`config.mk`:
```
export PLATFORM = sky130hd
export DESIGN_NAME = arr_stim
export DESIGN_NICKNAME = d
export VERILOG_FILES = /design/src/rtl/arr_stim.sv
export SDC_FILE = /design/constraint.sdc
export NUM_CORES = 1
export LEC_CHECK = 0
export ABC_AREA = 1
export BUFFER_PORTS_ARGS = -buffer_cell sky130_fd_sc_hd__buf_2
export CORE_UTILIZATION = 30
export CTS_CLUSTER_DIAMETER = 100
export DETAILED_ROUTE_END_ITERATION = 6
export PLACE_DENSITY = 0.52
export SLEW_MARGIN = 5
export SYNTH_ARGS = -nofsm -noshare
export SYNTH_HDL_FRONTEND = slang
export SYNTH_SLANG_ARGS = --single-unit
```
`constraint.sdc`:
```
create_clock -name arr_stim_clk_ip -period 2.15 [get_ports arr_stim_clk_ip]
set_input_delay 0.215 -clock arr_stim_clk_ip [delete_from_list [all_inputs] [get_ports arr_stim_clk_ip]]
set_output_delay 0.215 -clock arr_stim_clk_ip [all_outputs]
set_load 0.01 [all_outputs]
```
`src/rtl/arr_stim.sv`:
```
// arr_stim: pseudo-random stimulus generator for an arr comparator.
// Issues a programmed number of vectors taken from a 32-bit Galois LFSR on
// sig0/sig1. One chosen vector can have sig1 corrupted by an XOR mask so
// that the comparator's mismatch path is exercised.
//
// Ports:
//   arr_stim_clk_ip     clock
//   arr_stim_rst_n_ip   asynchronous active-low reset
//   arr_stim_start_ip   start pulse, accepted only in IDLE or DONE
//   arr_stim_count_ip   number of vectors to issue (latched on start)
//   arr_stim_inject_ip  1-based vector index to corrupt, 0 = none (latched)
//   arr_stim_mask_ip    XOR mask applied to sig1 on the injected vector (latched)
//   arr_stim_sig0_op    reference vector
//   arr_stim_sig1_op    compare vector
//   arr_stim_valid_op   sig0/sig1 carry a live vector
//   arr_stim_busy_op    run in progress
//   arr_stim_done_op    run finished
//   arr_stim_issued_op  vectors issued since the last start
module arr_stim #(
    parameter int unsigned LENGTH = 1,
    parameter logic [31:0] SEED   = 32'h0000_0001
) (
    input  logic              arr_stim_clk_ip,
    input  logic              arr_stim_rst_n_ip,
    input  logic              arr_stim_start_ip,
    input  logic [31:0]       arr_stim_count_ip,
    input  logic [31:0]       arr_stim_inject_ip,
    input  logic [LENGTH-1:0] arr_stim_mask_ip,
    output logic [LENGTH-1:0] arr_stim_sig0_op,
    output logic [LENGTH-1:0] arr_stim_sig1_op,
    output logic              arr_stim_valid_op,
    output logic              arr_stim_busy_op,
    output logic              arr_stim_done_op,
    output logic [31:0]       arr_stim_issued_op
);

    localparam int unsigned LFSR_W = 32;
    localparam int unsigned CNT_W  = 32;
    localparam logic [LFSR_W-1:0] POLY = 32'h8020_0003;

    typedef enum logic [1:0] {
        ST_IDLE = 2'd0,
        ST_RUN  = 2'd1,
        ST_DONE = 2'd2
    } state_e;

    state_e              state_q,  state_d;
    logic [LFSR_W-1:0]   lfsr_q,   lfsr_d;
    logic [CNT_W-1:0]    count_q,  count_d;
    logic [CNT_W-1:0]    inject_q, inject_d;
    logic [LENGTH-1:0]   mask_q,   mask_d;
    logic [LENGTH-1:0]   sig0_q,   sig0_d;
    logic [LENGTH-1:0]   sig1_q,   sig1_d;
    logic                valid_q,  valid_d;
    logic                busy_q,   busy_d;
    logic                done_q,   done_d;
    logic [CNT_W-1:0]    issued_q, issued_d;

    logic [LENGTH-1:0]   vec_c;
    logic [LFSR_W-1:0]   lfsr_next_c;
    logic                inject_hit_c;

    // Vector bits wrap around the LFSR when LENGTH exceeds 32.
    always_comb begin
        vec_c = '0;
        for (int unsigned j = 0; j < LENGTH; j++) begin
            vec_c[j] = lfsr_q[5'(j % LFSR_W)];
        end
    end

    // Galois right-shift step.
    always_comb begin
        if (lfsr_q[0]) begin
            lfsr_next_c = (lfsr_q >> 1) ^ POLY;
        end else begin
            lfsr_next_c = lfsr_q >> 1;
        end
    end

    // issued_q never exceeds count-1 while a vector is being produced, so +1 cannot wrap.
    assign inject_hit_c = (inject_q != '0) && (CNT_W'(issued_q + CNT_W'(1)) == inject_q);

    // Next-state and output computation.
    always_comb begin
        state_d  = state_q;
        lfsr_d   = lfsr_q;
        count_d  = count_q;
        inject_d = inject_q;
        mask_d   = mask_q;
        sig0_d   = sig0_q;
        sig1_d   = sig1_q;
        issued_d = issued_q;
        valid_d  = 1'b0;

        unique case (state_q)
            ST_IDLE, ST_DONE: begin
                if (arr_stim_start_ip) begin
                    count_d  = arr_stim_count_ip;
                    inject_d = arr_stim_inject_ip;
                    mask_d   = arr_stim_mask_ip;
                    lfsr_d   = SEED;
                    issued_d = '0;
                    state_d  = (arr_stim_count_ip != '0) ? ST_RUN : ST_DONE;
                end
            end
            ST_RUN: begin
                if (issued_q == count_q) begin
                    // Leaving the run: sig1 falls back to sig0 so an idle
                    // comparator never sees a difference, even if the last
                    // vector was the corrupted one.
                    state_d = ST_DONE;
                    sig1_d  = sig0_q;
                end else begin
                    sig0_d   = vec_c;
                    sig1_d   = inject_hit_c ? (vec_c ^ mask_q) : vec_c;
                    valid_d  = 1'b1;
                    issued_d = CNT_W'(issued_q + CNT_W'(1));
                    lfsr_d   = lfsr_next_c;
                end
            end
            default: begin
                state_d = ST_IDLE;
            end
        endcase

        busy_d = (state_d == ST_RUN);
        done_d = (state_d == ST_DONE);
    end

    // State and output registers.
    always_ff @(posedge arr_stim_clk_ip or negedge arr_stim_rst_n_ip) begin
        if (!arr_stim_rst_n_ip) begin
            state_q  <= ST_IDLE;
            lfsr_q   <= SEED;
            count_q  <= '0;
            inject_q <= '0;
            mask_q   <= '0;
            sig0_q   <= '0;
            sig1_q   <= '0;
            valid_q  <= 1'b0;
            busy_q   <= 1'b0;
            done_q   <= 1'b0;
            issued_q <= '0;
        end else begin
            state_q  <= state_d;
            lfsr_q   <= lfsr_d;
            count_q  <= count_d;
            inject_q <= inject_d;
            mask_q   <= mask_d;
            sig0_q   <= sig0_d;
            sig1_q   <= sig1_d;
            valid_q  <= valid_d;
            busy_q   <= busy_d;
            done_q   <= done_d;
            issued_q <= issued_d;
        end
    end

    assign arr_stim_sig0_op   = sig0_q;
    assign arr_stim_sig1_op   = sig1_q;
    assign arr_stim_valid_op  = valid_q;
    assign arr_stim_busy_op   = busy_q;
    assign arr_stim_done_op   = done_q;
    assign arr_stim_issued_op = issued_q;

endmodule

```
==> results of run 1 <==
-- cells in the mapped netlist --
cell	instances	area [um2]
a21oi_1	40	200.2
and2_0	1	6.260
buf_1	4	15.01
buf_2	7	35.03
buf_4	2	15.01
buf_6	1	11.26
clkbuf_1	14	52.55
dfrtp_1	135	3378
dfstp_2	1	26.28
ha_1	1	12.51
inv_1	113	424.2
inv_2	7	26.28
mux2_2	28	315.3
nand2_1	230	863.3
nand2_2	7	43.79
nand2_4	2	22.52
nand3_1	79	395.4
nand3_2	1	10.01
nand3b_1	1	7.510
nand4_1	27	168.9
nor2_1	129	484.2
nor2_2	4	25.02
nor2_4	6	67.56
nor2_8	1	20.02
nor3_1	1	5.000
nor4_1	8	50.05
o21ai_0	24	120.1
o21ai_1	12	60.06
o21bai_1	1	7.510
o22ai_1	26	162.7
o31ai_1	13	97.59
or2_1	1	6.260
or2_2	6	37.54
xnor2_1	9	78.83
xnor3_1	1	22.52
xor2_1	15	131.4
-- power by group through the flow --
stage	Combinational (uW)	Sequential [uW]	Clock [uW]
after CTS	3750	4070	3160
after global routing	4310	4210	3270
after detailed placement	3700	4120	0
after floorplan	2430	4010	0
after global placement	3670	4110	0
final	3870	4090	3100
-- per-layer routing --
metal	GRT usage, %	vias to the layer above	share of wire (%)
li1	-	3563	-
met1	25.21	3376	45
met2	32.76	169	48
met3	3.282	26	4.4
met4	7.299	0	2.2
met5	0	-	0
-- worst max-delay path, delay by kind of cell (launching register included) --
family,cells,cell delay (ps)
AO/OA/AOI/OAI,1,170
buffers and inverters,2,280
flip-flops,1,420
AND/OR/NAND/NOR,12,1170
-- worst max-delay path by stage --
stage | start | to | slack (ps) | cells after the start
global placement | arr_stim_issued_op[14]$_DFFE_PN0P_ | arr_stim_sig1_op$_DFFE_PN0P_ | -170 | 14
detailed placement | arr_stim_issued_op[1]$_DFFE_PN0P_ | arr_stim_sig1_op$_DFFE_PN0P_ | -190 | 14
finish | arr_stim_issued_op[0]$_DFFE_PN0P_ | arr_stim_sig1_op$_DFFE_PN0P_ | 2 | 15
global route | arr_stim_issued_op[0]$_DFFE_PN0P_ | arr_stim_sig1_op$_DFFE_PN0P_ | -170 | 15
floorplan | arr_stim_issued_op[0]$_DFFE_PN0P_ | arr_stim_sig1_op$_DFFE_PN0P_ | 140 | 16
CTS | arr_stim_issued_op[0]$_DFFE_PN0P_ | arr_stim_sig1_op$_DFFE_PN0P_ | -10 | 14
-- cell families after synthesis --
logic type / count (synthesis)
AOI/OAI and AO/OA: 116
adders and majority gates: 1
buffers and inverters: 148
xor gates and xnor gates: 25
DFF: 136
and+or+nand+nor: 504
muxes: 28
-- metrics by stage --
step / hold slack, ps / area [um2] / setup TNS (ps) / power, uW / util [%]
floorplan: -80.59 / 7406 / 0 / 6443 / -
CTS: 6.995 / 9803 / -10.03 / 10990 / 40.43
detailed placement: 90.85 / 9107 / -235.9 / 7815 / 37.56
finish: 17.04 / 10090 / 0 / 11070 / 41.63
global route: 12.11 / 10090 / -1108 / 11790 / 41.63
global placement: 89.49 / 9107 / -231.4 / 7782 / 37.56
-- placed cells by master, fill, tap and decap left out, types with 5 or more instances in the layout --
master	synthesis	layout
nand3_1	79	76
dfrtp_2	0	5
mux2_2	28	28
nor2_4	6	8
nor2_2	4	20
xor2_1	15	14
clkbuf_16	0	17
o21ai_1	12	15
a21oi_1	40	40
buf_12	0	7
nor2_1	129	111
inv_2	7	8
or2_2	6	6
nand2_4	2	7
o22ai_1	26	26
buf_2	7	103
xnor2_1	9	8
nor4_1	8	8
dfrtp_1	135	130
buf_4	2	115
o21ai_0	24	19
buf_6	1	8
o31ai_1	13	13
nand2_2	7	18
inv_1	113	111
nand4_1	27	27
nand2_1	230	214
-- flip-flops by register name (all words and copies together), names as in the netlist --
register / flops
arr_stim_busy_op: 1
arr_stim_done_op: 1
lfsr_q: 32
state_q: 2
mask_q: 1
inject_q: 32
arr_stim_sig1_op: 1
count_q: 32
arr_stim_sig0_op: 1
arr_stim_issued_op: 32
arr_stim_valid_op: 1
-- what timing repair did --
action	in CTS	in global routing
hold buffers	1	0
pin swaps	2	31
setup buffers	6	16
resized for setup	12	56
setup endpoints to repair	10	69
hold endpoints to repair	107	0
-- area by class of cell --
cell class,count,area [um2]
Tap cell,324,405.4
Inverter,120,452.9
Multi-Input combinational cell,674,3592
Timing Repair Buffer,234,1619
Clock buffer,17,425.4
Fill cell,2547,14150
Clock inverter,15,187.7
Sequential cell,136,3411
==> metrics, run 1 <==
Non-Filler Instances 1520; clk sinks 136; P_sw 4185 uW; Final GP Congestion 0.8920; share of layout cells above drive strength 1 31.52%; P_int 6880 uW; register area share after synthesis 45.97%; post-route minimum period 2148 ps; Max clock buf depth 2; Post-Synth XOR/XNOR Area 3.142%; peak fanout along the critical path 5; status finished, final reports clean; die area 0.02532 mm2; CP Cell Sequence buf_6, nand2_4, nor2_4, nand2_4, buf_4, o21ai_1, nand3_1, nand2_1, nand2_1, nor2_2, nand3_1, nor2_2, nand3_1, nand2_1, nand3_1; Net Sw Frac 37.82%; total congestion overflow 0; gr usage total 19.53%; skew final 11.67 ps; Clock Power Share 28.1%; min-delay worst type in -> reg; Pins Over Slew Limit 0; CTS Buf Count 17; adder-cell area share of the yosys netlist 0.1689%; Setup Crit Path Kind reg -> reg; Critical Path Most Common Cell nand3_1; largest net degree at the start of global routing 57; relative slew slack 62.56%; final hold viol count 0; Cells after Synth 958; DRT Wirelength 24170 um; PortBufs 104; Max VDD drop 0.5006 mV; post-synth design cell area 0.007406 mm2; largest family of logic cells by synthesized area simple AND/OR/NAND/NOR gates; FMAX 0.4655 GHz; Die Height 159.1 um; CP Launch Type flop; Initial DRC Count 411; core area 0.02425 mm2; dpl hpwl 18510 um; dpl cells 1465; synthesized flop and latch total 136; Row Count 57; area grow syn2layout 36.29%; worst-skew pair later-pin latency 440 ps; static leakage 0.004917 uW; clk slew on worst S/H paths 70 ps; Power Dens Cells 1096 mW/mm2; worst r2r path cells 15; hold path start arr_stim_inject_ip[24]; critical path's slowest cell dfrtp_1; Synth Area in Compound Gates 8.751%; Max-Cap Viols 0; simple logic cell fraction of the synthesized area 29.89%; DR vias 7134; htree depth 4; Least-Margin Pin Slew 559.5 ps; Avg Vias per Cell 4.693; Syn Nets 1027; worst r2r dst arr_stim_sig1_op$_DFFE_PN0P_; sequential power share 37.0%; r2r startpoint arr_stim_issued_op[0]$_DFFE_PN0P_; I/O pins 105; hold depth 2; final worst slack 1.763 ps; Syn Area/Cell 7.731 um2; Antenna Cells 0; RSZ-0062 raised after global routing true; synth warn 0; wire per inst 15.90 um; clk root buf clkbuf_16; antenna violations before repair 0; nets@finish 1252; CTS tree built; Comb pwr share 35.0%; mux cell area share after synthesis 4.257%; vias in the first global route 7035; Crit path largest cell delay 420 ps; DRC 0; DP Worst Slack -186.7 ps; WHS Endpoint inject_q[24]$_DFFE_PN0P_; final cycle utilization of the critical path 99.92%; Initial Util 30.54%; synth unique cells 36; Setup violations, final 0; first-pass GRT wire length 38070 um; worst path required time 2470 ps; crit path capture type flop; Final ANT Viol Nets 0; FF-to-FF setup slack 2 ps; Die X-Extent 159.1 um; drt first pass iters 7; Worst EP arrival 2470 ps
No activity file was read; power rests on OpenSTA's default activity.
==> run 2, diff against run 1 <==
- CORE_UTILIZATION: 30 -> 40
- PLACE_DENSITY: 0.52 -> 0.64
- SETUP_SLACK_MARGIN: unset -> 0.5
- TNS_END_PERCENT: unset -> 5
==> run 2 against run 1 <==
  * The run now ends with negative setup slack left
  * Combinational power increased by 2%
  * Power decreased by 2.0%
  * Global-route usage increased by 4.3 points
  * Cell count decreased by 9.0%
  * Design area decreased by 4.5%
  * Clock power decreased by 10%
  * Worst hold slack got worse by 2.5 ps
  * Register-to-register slack about the same
  * Fmax decreased by 0.59%
  * Critical endpoint unchanged
==> metrics, run 2 (synthesis results as in run 1) <==
met1 Use GR 32.21%; skew final 10.25 ps; Die X-Extent 138.1 um; violated checks negative setup slack; Pins Over Slew Limit 0; RSZ-0062 raised after global routing true; GR Util met2 38.00%; FMAX 0.4627 GHz; min-delay worst type in -> reg; DR vias 7105; gr usage total 23.82%; most common cell after layout, fill and taps aside nand2_1; CP Cell Sequence ha_4, nand2_4, nor2_8, nand2_4, nor2_4, nand2_1, nand2_1, nand2_1, nand2_1, nand2_2, nor2_2, nand2_1, nor2_2, nand3_1, nand2_1, nand3_1; FF-to-FF setup slack -10 ps; worst r2r dst arr_stim_sig1_op$_DFFE_PN0P_; peak fanout along the critical path 6; hold path start arr_stim_inject_ip[24]; vias in the first global route 6751; grt met3 use 5.230%; area grow syn2layout 30.19%; drt first pass iters 5; Design Area, Final 0.009642 mm2; final cycle utilization of the critical path 100.5%; status finished with violations; Die Height 138.1 um; Max-Cap Viols 0; nets@finish 1210; Max clock buf depth 2; total congestion overflow 0; share of layout cells above drive strength 1 28.94%; wire per inst 16.31 um; worst path required time 2460 ps; final hold viol count 0; WHS Endpoint inject_q[24]$_DFFE_PN0P_; CTS tree built; hold depth 2; DP Worst Slack -70.93 ps; Power Dens Cells 1124 mW/mm2; Antenna Cells 0; Critical Path Most Common Cell nand2_1; final hold slack 14.51 ps; htree depth 4; I/O pins 105; Final ANT Viol Nets 0; DRC 0; clk sinks 136; Row Count 49; final design utilization 53.49%; post-route minimum period 2161 ps; antenna violations before repair 0; Final GP Congestion 0.9765; DRT Wirelength 22560 um; die area 0.01906 mm2; Avg Vias per Cell 5.137; final worst slack -11.07 ps; largest net degree at the start of global routing 81; clk slew on worst S/H paths 60 ps; crit path capture type flop; worst r2r path cells 16; Crit path largest cell delay 410 ps; Least-Margin Pin Slew 529.9 ps; relative slew slack 64.35%; CTS Buf Count 17; busiest grt layer met2; Initial Util 41.09%; static leakage 0.004672 uW; critical path's slowest cell dfrtp_2; Initial DRC Count 585; clk root buf clkbuf_16; r2r startpoint arr_stim_issued_op[1]$_DFFE_PN0P_; commonest non-fill, non-tap cells in the layout nand2_1, dfrtp_1, nor2_1; core area 0.01802 mm2; worst-skew pair later-pin latency 430 ps; Max VDD drop 0.8383 mV; CP Launch Type flop; first-pass GRT wire length 35070 um; CP startpoint arr_stim_issued_op[1]$_DFFE_PN0P_; Setup violations, final 1; PortBufs 104; Setup Crit Path Kind reg -> reg; Worst EP arrival 2470 ps; Power Total 10840 uW; Placed Area 0.008773 mm2; dpl hpwl 16800 um
==> run 2: cell count changes in the layout (fill, tap and decap cells not counted), sizes merged <==
cell         before  now
clkinvlp          3    1
buf             233  188
inv             128  127
bufinv            2    0
clkbuf           17   21
clkinv            2    5
dlygate4sd3       1    2
==> run 2: per-stage QoR <==
stage | instances | TNS, ps
after floorplan | 958 | 0
after detailed placement | 1340 | -70.93
after CTS | 1377 | 0
final | 1383 | -11.07
after global placement | 1340 | -73.14
after global routing | 1383 | -378.5
==> run 2: timing repair <==
| item | CTS | global route |
|---|---|---|
| gates resized for setup | 26 | 42 |
| gates cloned | 0 | 2 |
| setup buffers | 3 | 4 |
| endpoints found under the hold margin | 39 | 0 |
| hold buffers | 2 | 0 |
| setup endpoints to repair | 71 | 71 |
| pin swaps | 8 | 11 |
==> run 2: per-layer routing <==
metal  share of wire, %  up-vias
met5                  0        -
met2                 48      221
li1                   -     3487
met1                 44     3369
met4                2.1        0
met3                6.0       28
==> run 2: worst max-delay path: cells and delay by family, from the launching register on <==
family        cells  cell delay, ps
simple gates     15            1460
fa+ha+maj         1             170
flops             1             410
==> run 2: final cells by class <==
cell class | count | area (um2)
Clock buffer | 19 | 442.9
Fill cell | 1740 | 8383
Timing Repair Buffer | 192 | 1325
Sequential cell | 136 | 3416
Multi-Input combinational cell | 674 | 3603
Clock inverter | 13 | 110.1
Inverter | 120 | 457.9
Tap cell | 229 | 286.5
==> run 2: power breakdown <==
part / internal [uW] / total [uW] / switching (uW) / leakage [uW]
registers: 3500 / 4110 / 607 / 0.00167
logic: 1650 / 3950 / 2300 / 0.00273
clock network: 1540 / 2780 / 1240 / 0.000273
==> run 2: worst max-delay path by stage <==
| stage | depth (start not counted) | end |
|---|---|---|
| final | 16 | arr_stim_sig1_op$_DFFE_PN0P_ |
| after global routing | 16 | arr_stim_sig1_op$_DFFE_PN0P_ |
| after CTS | 16 | arr_stim_sig1_op$_DFFE_PN0P_ |
| after detailed placement | 16 | arr_stim_sig1_op$_DFFE_PN0P_ |
| after global placement | 16 | arr_stim_sig1_op$_DFFE_PN0P_ |
| after floorplan | 16 | arr_stim_sig1_op$_DFFE_PN0P_ |
==> run 3, diff against run 2 <==
- CELL_PAD_IN_SITES_DETAIL_PLACEMENT: unset -> 0
- CELL_PAD_IN_SITES_GLOBAL_PLACEMENT: unset -> 1
- PLACE_DENSITY: 0.64 -> 0.81
- SKIP_CTS_REPAIR_TIMING: unset -> 1
==> run 3 against run 2 <==
  * The run now ends clean
  * Clock-buffer cell count down 2
  * Global-route usage grew 0.34 points
  * Core utilization is 0.19 points lower
  * Sequential share of layout area increased by 0.19 points
  * Register-to-register slack better by 60 ps
  * Critical path depth decreased by 2
  * Via count fell by 1.4%
  * Cell count shrank 0.36%
  * Wire length shrank 0.77%
  * First-iteration DRC count down 25%
  * Highest routed layer unchanged
==> metrics, run 3 (synthesis results as in run 1) <==
die area 0.01906 mm2; Initial DRC Count 437; RSZ-0062 raised after global routing true; clk sinks 136; gr usage total 24.16%; post-route minimum period 2096 ps; wire per inst 16.25 um; vias in the first global route 6664; Die Height 138.1 um; DR vias 7007; Worst EP arrival 2410 ps; crit path capture type flop; relative slew slack 67.20%; Max VDD drop 0.6811 mV; final hold slack 14.26 ps; htree depth 4; worst-skew pair later-pin latency 430 ps; core area 0.01802 mm2; clk root buf clkbuf_16; DRT Wirelength 22390 um; status finished, final reports clean; total congestion overflow 0; area grow syn2layout 29.72%; setup_tns 0 ps; Setup violations, final 0; PortBufs 104; static leakage 0.004672 uW; Power Total 11140 uW; nets@finish 1205; Row Count 49; DRC 0; first-pass GRT wire length 35810 um; final worst slack 53.56 ps; CTS tree built; skew final 11.61 ps; largest net degree at the start of global routing 106; worst path required time 2470 ps; Power Dens Cells 1159 mW/mm2; final design utilization 53.30%; Final ANT Viol Nets 0; Fillers 1767; drt first pass iters 7; Die X-Extent 138.1 um; Pins Over Slew Limit 0; commonest non-fill, non-tap cells in the layout nand2_1, dfrtp_1, nor2_1; DP Worst Slack -96.99 ps; peak fanout along the critical path 6; I/O pins 105; share of layout cells above drive strength 1 28.55%; dpl hpwl 16860 um; CTS Buf Count 17; clk slew on worst S/H paths 70 ps; Max clock buf depth 2; final cycle utilization of the critical path 97.51%; most common cell after layout, fill and taps aside nand2_1; Final GP Congestion 0.9376; Least-Margin Pin Slew 492.1 ps; antenna violations before repair 0; Max-Cap Viols 0; Initial Util 41.09%; Setup Crit Path Kind reg -> reg; CP Launch Type flop; Avg Vias per Cell 5.085; min-delay worst type in -> reg; Antenna Cells 0; FMAX 0.4770 GHz; final hold viol count 0
run 3: changes by cell type in the layout (fill, tap and decap cells not counted), moves of 3 or more:
cell       delta
dfrtp_2       +5
dfrtp_1       -5
clkinv_4      -3
o22ai_2       -3
bufinv_16     +3
o21ai_0       +4
inv_8         +4
o22ai_1       +3
run 3: final timing paths:
kind | depth (start not counted) | endpoint | from | slack (ps)
worst max-delay path | 14 | arr_stim_sig1_op$_DFFE_PN0P_ | arr_stim_issued_op[14]$_DFFE_PN0P_ | 50
worst min-delay path | 2 | inject_q[0]$_DFFE_PN0P_ | arr_stim_inject_ip[0] | 10
worst max register to register | 14 | arr_stim_sig1_op$_DFFE_PN0P_ | arr_stim_issued_op[14]$_DFFE_PN0P_ | 50
worst min register to register | 2 | lfsr_q[5]$_DFFE_PN0P_ | lfsr_q[5]$_DFFE_PN0P_ | 520
max in group asynchronous | 3 | lfsr_q[0]$_DFFE_PN1P_ | arr_stim_rst_n_ip | 1230
min in group asynchronous | 2 | count_q[19]$_DFFE_PN0P_ | arr_stim_rst_n_ip | 290
run 3: area by class of cell:
class	count	area, um2	share of cell area (%)
clock buffers	17	425.4	4.428
clock inverters	15	225.2	2.344
inverters	120	457.9	4.767
multi-input cells	674	3567	37.13
flip-flops and latches	136	3422	35.62
well taps	229	286.5	2.983
repair buffers	187	1222	12.72
run 3: metrics by stage:
stage | std cells | instance area [um2]
4_1_cts | 1364 | 9364
5_1_grt | 1378 | 9607
3_5_place_dp | 1332 | 8713
6_report | 1378 | 9607
2_1_floorplan | 958 | 7448
3_3_place_gp | 1332 | 8713
run 3: critical path: stages, from the launching register on:
cell and delay, ps:
dfrtp_2 430, nand2_1 120, nor2_1 180, nand2_2 140
nor2_4 230, buf_4 150, nand3_1 50, nand3_1 80
nand2_1 80, nor2_1 130, nand2_1 80, nor2_2 110
nand3_1 80, nand2_1 60, nand3_1 60
run 3: power breakdown:
group | leakage, uW | internal, uW | total, uW | switching (uW)
logic | 0.00270 | 1570 | 3780 | 2210
registers | 0.00166 | 3500 | 4130 | 626
clock network | 0.000320 | 1910 | 3230 | 1330
run 3: layer usage:
metal	track usage (%)	vias up	wire length [um]
met1	33.57	3324	10540
met5	0	-	0
met3	4.399	35	901
met2	37.53	173	10340
li1	-	3475	-
met4	9.138	0	607
